## src/rtl/vnu_pe.sv

```systemverilog
// LDPC variable-node PE: iterates edge messages with DV check nodes.
// Optional early termination on zero syndrome: define VNU_EARLY_TERM_EN.

module vnu_phi_lut (
    input  logic [5:0] mag,
    output logic [3:0] phi
);
    // phi(x) = -ln(tanh(x/2)); input LSB 1/8, output LSB 1/4, rounded
    always_comb begin
        phi = 4'd0;
        case (mag)
            6'd0:                  phi = 4'd15;
            6'd1:                  phi = 4'd11;
            6'd2:                  phi = 4'd8;
            6'd3:                  phi = 4'd7;
            6'd4:                  phi = 4'd6;
            6'd5:                  phi = 4'd5;
            6'd6, 6'd7:            phi = 4'd4;
            6'd8, 6'd9:            phi = 4'd3;
            6'd10, 6'd11,
            6'd12, 6'd13:          phi = 4'd2;
            default:               phi = (mag <= 6'd22) ? 4'd1 : 4'd0;
        endcase
    end
endmodule

module vnu_pe #(
    parameter int DV       = 3,
    parameter int MAX_ITER = 8,
    parameter int CNU_LAT  = 1,
    parameter int SUM_W    = 8,
    localparam int IW      = $clog2(MAX_ITER + 1),
    localparam int WW      = (CNU_LAT > 1) ? $clog2(CNU_LAT) : 1
) (
    input  logic            clk,
    input  logic            rst,
    input  logic            start,
    input  logic [4:0]      llr_in,
    output logic [6*DV-1:0] x_out,
    output logic            x_valid,
    input  logic [5*DV-1:0] y_in,
    input  logic            syndrome_zero,
    output logic            busy,
    output logic            done,
    output logic            hard_bit,
    output logic [IW-1:0]   iter_cnt
);

`ifdef VNU_EARLY_TERM_EN
    localparam bit EARLY = 1'b1;
`else
    localparam bit EARLY = 1'b0;
`endif

    typedef enum logic [2:0] {
        S_IDLE,
        S_COMPUTE,
        S_WAIT,
        S_CHECK,
        S_DONE
    } state_t;

    state_t state, state_n;

    logic signed [SUM_W-1:0] llr_q;
    logic signed [SUM_W-1:0] r_q [DV];
    logic                    last_flag;
    logic                    synd_q;
    logic [WW-1:0]           wait_cnt;

    logic signed [SUM_W-1:0] total;
    logic signed [SUM_W-1:0] q [DV];
    logic [SUM_W-1:0]        qmag [DV];
    logic [5:0]              qsat [DV];
    logic [3:0]              qphi [DV];
    logic [6*DV-1:0]         edges;
    logic                    early_stop;
    logic                    wait_last;
    logic                    last_iter;

    function automatic logic signed [SUM_W-1:0] sm2tc(input logic [4:0] v);
        logic signed [SUM_W-1:0] m;
        m = '0;
        m[3:0] = v[3:0];
        return v[4] ? -m : m;
    endfunction

    assign early_stop = EARLY & synd_q;
    assign wait_last  = (wait_cnt == '0);
    assign last_iter  = ((iter_cnt + 1'b1) == IW'(MAX_ITER));

    always_comb begin
        total = llr_q;
        for (int j = 0; j < DV; j++)
            total = total + r_q[j];
    end

    for (genvar j = 0; j < DV; j++) begin : g_edge
        always_comb begin
            q[j]    = total - r_q[j];
            qmag[j] = q[j][SUM_W-1] ? SUM_W'(-q[j]) : SUM_W'(q[j]);
            qsat[j] = (qmag[j] > SUM_W'(63)) ? 6'd63 : qmag[j][5:0];
        end

        vnu_phi_lut u_phi (
            .mag (qsat[j]),
            .phi (qphi[j])
        );

        assign edges[6*j +: 6] = {total[SUM_W-1], q[j][SUM_W-1], qphi[j]};
    end

    always_ff @(posedge clk or posedge rst) begin
        if (rst) state <= S_IDLE;
        else     state <= state_n;
    end

    always_comb begin
        state_n = state;
        busy    = 1'b0;
        done    = 1'b0;
        x_valid = 1'b0;
        unique case (state)
            S_IDLE: begin
                if (start) state_n = S_COMPUTE;
            end
            S_COMPUTE: begin
                busy    = 1'b1;
                state_n = last_flag ? S_DONE : S_WAIT;
            end
            S_WAIT: begin
                busy    = 1'b1;
                x_valid = 1'b1;
                if (wait_last) state_n = S_CHECK;
            end
            S_CHECK: begin
                busy    = 1'b1;
                state_n = early_stop ? S_DONE : S_COMPUTE;
            end
            S_DONE: begin
                done = 1'b1;
                if (start) state_n = S_COMPUTE;
            end
            default: state_n = S_IDLE;
        endcase
    end

    always_ff @(posedge clk or posedge rst) begin
        if (rst) begin
            llr_q     <= '0;
            last_flag <= 1'b0;
            synd_q    <= 1'b0;
            wait_cnt  <= '0;
            iter_cnt  <= '0;
            x_out     <= '0;
            hard_bit  <= 1'b0;
            for (int j = 0; j < DV; j++)
                r_q[j] <= '0;
        end else begin
            case (state)
                S_IDLE, S_DONE: begin
                    if (start) begin
                        llr_q     <= sm2tc(llr_in);
                        last_flag <= 1'b0;
                        synd_q    <= 1'b0;
                        iter_cnt  <= '0;
                        for (int j = 0; j < DV; j++)
                            r_q[j] <= '0;
                    end
                end
                S_COMPUTE: begin
                    x_out    <= edges;
                    hard_bit <= total[SUM_W-1];
                    wait_cnt <= WW'(CNU_LAT - 1);
                end
                S_WAIT: begin
                    if (wait_last) begin
                        synd_q <= syndrome_zero;
                        for (int j = 0; j < DV; j++)
                            r_q[j] <= sm2tc(y_in[5*j +: 5]);
                    end else begin
                        wait_cnt <= wait_cnt - 1'b1;
                    end
                end
                S_CHECK: begin
                    iter_cnt <= iter_cnt + 1'b1;
                    if (!early_stop && last_iter)
                        last_flag <= 1'b1;
                end
                default: ;
            endcase
        end
    end

endmodule

```

## config.mk

```make
export PLATFORM = sky130hd
export DESIGN_NAME = vnu_pe
export DESIGN_NICKNAME = d
export VERILOG_FILES = /design/src/rtl/vnu_pe.sv
export SDC_FILE = /design/constraint.sdc
export NUM_CORES = 1
export LEC_CHECK = 0
export BUFFER_PORTS_ARGS = -buffer_cell sky130_fd_sc_hd__buf_2
export CAP_MARGIN = 10
export CORE_UTILIZATION = 40
export CTS_CLUSTER_SIZE = 14
export DETAILED_ROUTE_END_ITERATION = 7
export PLACE_DENSITY = 0.64
export SLEW_MARGIN = 10
export SYNTH_ARGS = -nofsm -noshare
export SYNTH_HDL_FRONTEND = slang
export SYNTH_HIERARCHICAL = 1
export SYNTH_SLANG_ARGS = --single-unit
```

## constraint.sdc

```tcl
create_clock -name clk -period 11.9 [get_ports clk]
set_clock_uncertainty 0.1 [all_clocks]
set_input_delay 1.19 -clock clk [delete_from_list [all_inputs] [get_ports clk]]
set_output_delay 1.19 -clock clk [all_outputs]
set_load 0.05 [all_outputs]
```

==> out/qor.yml <==
setup_path:
  slowest_stage: "nor3_1"
  path_cells: "inv_1, fa_1, fa_1, inv_1, ha_1, fa_1, xor2_1, ha_1, o21ai_0, a21oi_1, o311a_1, nor3_1, or3_1, o211ai_1, a2bb2oi_1, o21bai_1, a2111oi_2, nand2_1, nand2_1"
  endpoint_kind: "flip-flop"
  crit_buf_inv: 2
  cpMostUsedCell: "fa_1"
  critPathRequiredTime_ns: 12.04
  cp_top_family: "adder cells"
  arrival_ns: 6.00
  worstSetupPathType: "reg -> reg"
  startpoint_type: "flip-flop"
  worstPathMaxFanout: 8
  max_stage_delay_ns: 0.67
yosys:
  ys_ff_latch: 52
  synth.most_common_cell: "nand2_1"
  synth_nets: 720
  synth_edf_count: 0
  ys_warn_count: 6
  ys.flop_type: "dfrtp_1"
  synth-seq-area-share: 0.252
  syn_inst: 639
  syn-cell-area_um2: 5160
  yosysTopAreaCellShare: 0.252
  synth_commonest_cells: "96 x nand2_1, 66 x inv_1, 60 x o21ai_0, 52 x dfrtp_1, 44 x nor2_1"
  yosys-top-cells-area: "dfrtp_1 25%, ha_1 9.9%, nand2_1 7.0%"
  synth_top_area_cell: "dfrtp_1"
  synth.avg_cell_area_um2: 8.08
  ys_types: 69
  async_flop_share: 1.00
cts:
  worstSkewPairLatency_ns: 0.30
  cts_htree_levels: 2
  cts_setup_buffers: 0
  cts.sinks: 52
  cts_tree: "done"
  cts_resized: 0
  cts-root-buf: "clkbuf_16"
  numCtsBuffers: 5
  ctsHoldBuffers: 0
  clk_pin_slew_ns: 0.08
  max-clock-path-buffers: 2
sta:
  setup_tns_ns: 0
  max_freq_mhz: 171
  period_needed_ns: 5.86
  worst_pin_slew_ns: 0.890
  timing.final.crit_share: 0.492
  rsz0062_at_grt: "no"
  max-slew-margin-rel: 0.406
  hold_viol: 0
  slew_viol_final: 0
  setup_viol: 0
routing:
  drtPass1Iterations: 6
  wl_per_cell_um: 14.0
  drc: 2
  drtIter0Drc: 233
  vias: 4561
  via_per_inst: 5.33
  wl_um: 12000
  drtAntennaViolNets: 0
finish:
  finalNonFillerCells: 856
  drive_above_1_share: 0.107
  area_growth_pct: 10.7
  nets: 764
  diodes: 0
job:
  cap_violations: 0
global_route:
  antenna_found_initial: 0
  grt_pass1_wl_um: 20000
  grt.overflow.total: 0
  grt_util_all_layers: 0.187
  grt_pass1_vias: 4288
  grt_max_degree: 53
die:
  initial_utilization: 0.409
  fp-row-count: 41
  io_pins: 50
  die_area_um2: 13400
  die_h_um: 116
  die_x_um: 116
  core_um2: 12600
run_status:
  status: "complete, but fails checks"
  failed_checks: "DRC"
placed_design:
  dp.cells: 848
  place_hpwl_um: 9670
  io_buffers: 48
  finalWeightedCongestion: 0.878
worst_hold_path:
  hold_class: "reg -> reg"
## metrics by stage
step | area, µm² | hold slack (ns) | util | setup slack, ns
detailed placement | 5570 | 0.357 | 0.441 | 6.09
CTS | 5710 | 0.375 | 0.453 | 6.05
global route | 5710 | 0.398 | 0.453 | 5.68
finish | 5710 | 0.372 | 0.453 | 6.04
floorplan | 5160 | 0.349 | - | 6.84
global placement | 5570 | 0.354 | 0.441 | 6.26
## registers in the layout, summed over array words and instances (netlist names)
signal,count
r_q,21
x_out,16
llr_q,7
iter_cnt,4
state,3
last_flag,1
## cells in the final DEF (no fill, tap or decap), types with 15 or more instances in the layout
master and n:
fa_1 16, o21ai_0 60, nor3_1 21, dfrtp_1 52
nand2_1 96, buf_2 48, nor2_1 44, xnor2_1 17
a21oi_1 22, nor2b_1 15, inv_1 65, ha_1 41
## per-layer routing
metal  GRT usage  part of all wire  vias to the layer above
met5           0                 0                        -
met4      0.0325            0.0081                        0
met3      0.0246             0.035                       11
met2       0.325              0.47                       89
met1       0.251              0.49                     2120
li1            -                 -                     2341
## cell type report
type | instances | area [µm²]
clock inverters | 3 | 22.5
well taps | 172 | 215
repair buffers | 50 | 255
multi-input cells | 508 | 3550
flip-flops and latches | 52 | 1300
inverters | 66 | 248
fillers | 1284 | 6910
clock buffers | 5 | 125
## worst reg2reg max path: stages (launching register included)
cell	delay (ns)
dfrtp_1	0.41
inv_1	0.11
fa_1	0.51
fa_1	0.52
inv_1	0.04
ha_1	0.21
fa_1	0.42
xor2_1	0.33
ha_1	0.35
o21ai_0	0.10
a21oi_1	0.10
o311a_1	0.33
nor3_1	0.67
or3_1	0.27
o211ai_1	0.13
a2bb2oi_1	0.46
o21bai_1	0.18
a2111oi_2	0.37
nand2_1	0.09
nand2_1	0.09
## cell families after synthesis
group           synth area share
compound gates             0.210
flops                      0.252
simple gates               0.229
xor+xnor                  0.0584
mux                       0.0283
buf+inv                   0.0611
fa+ha+maj                  0.161
## final timing paths
check | startpoint | slack, ns | endpoint | cells past startpoint
worst max-delay path | r_q[1] | 6.04 | x_out[1] | 19
min in group asynchronous | rst | 0.96 | iter_cnt[0] | 3
worst min register to register | x_out[0] | 0.37 | x_out[0] | 2
max in group asynchronous | rst | 10.28 | x_out[10] | 3
worst min-delay path | x_out[0] | 0.37 | x_out[0] | 2
worst max register to register | r_q[1] | 6.04 | x_out[1] | 19
Power is left out: the tool's default activity adds up to more than one toggle a clock period on the data nets, which glitch-free logic cannot reach.
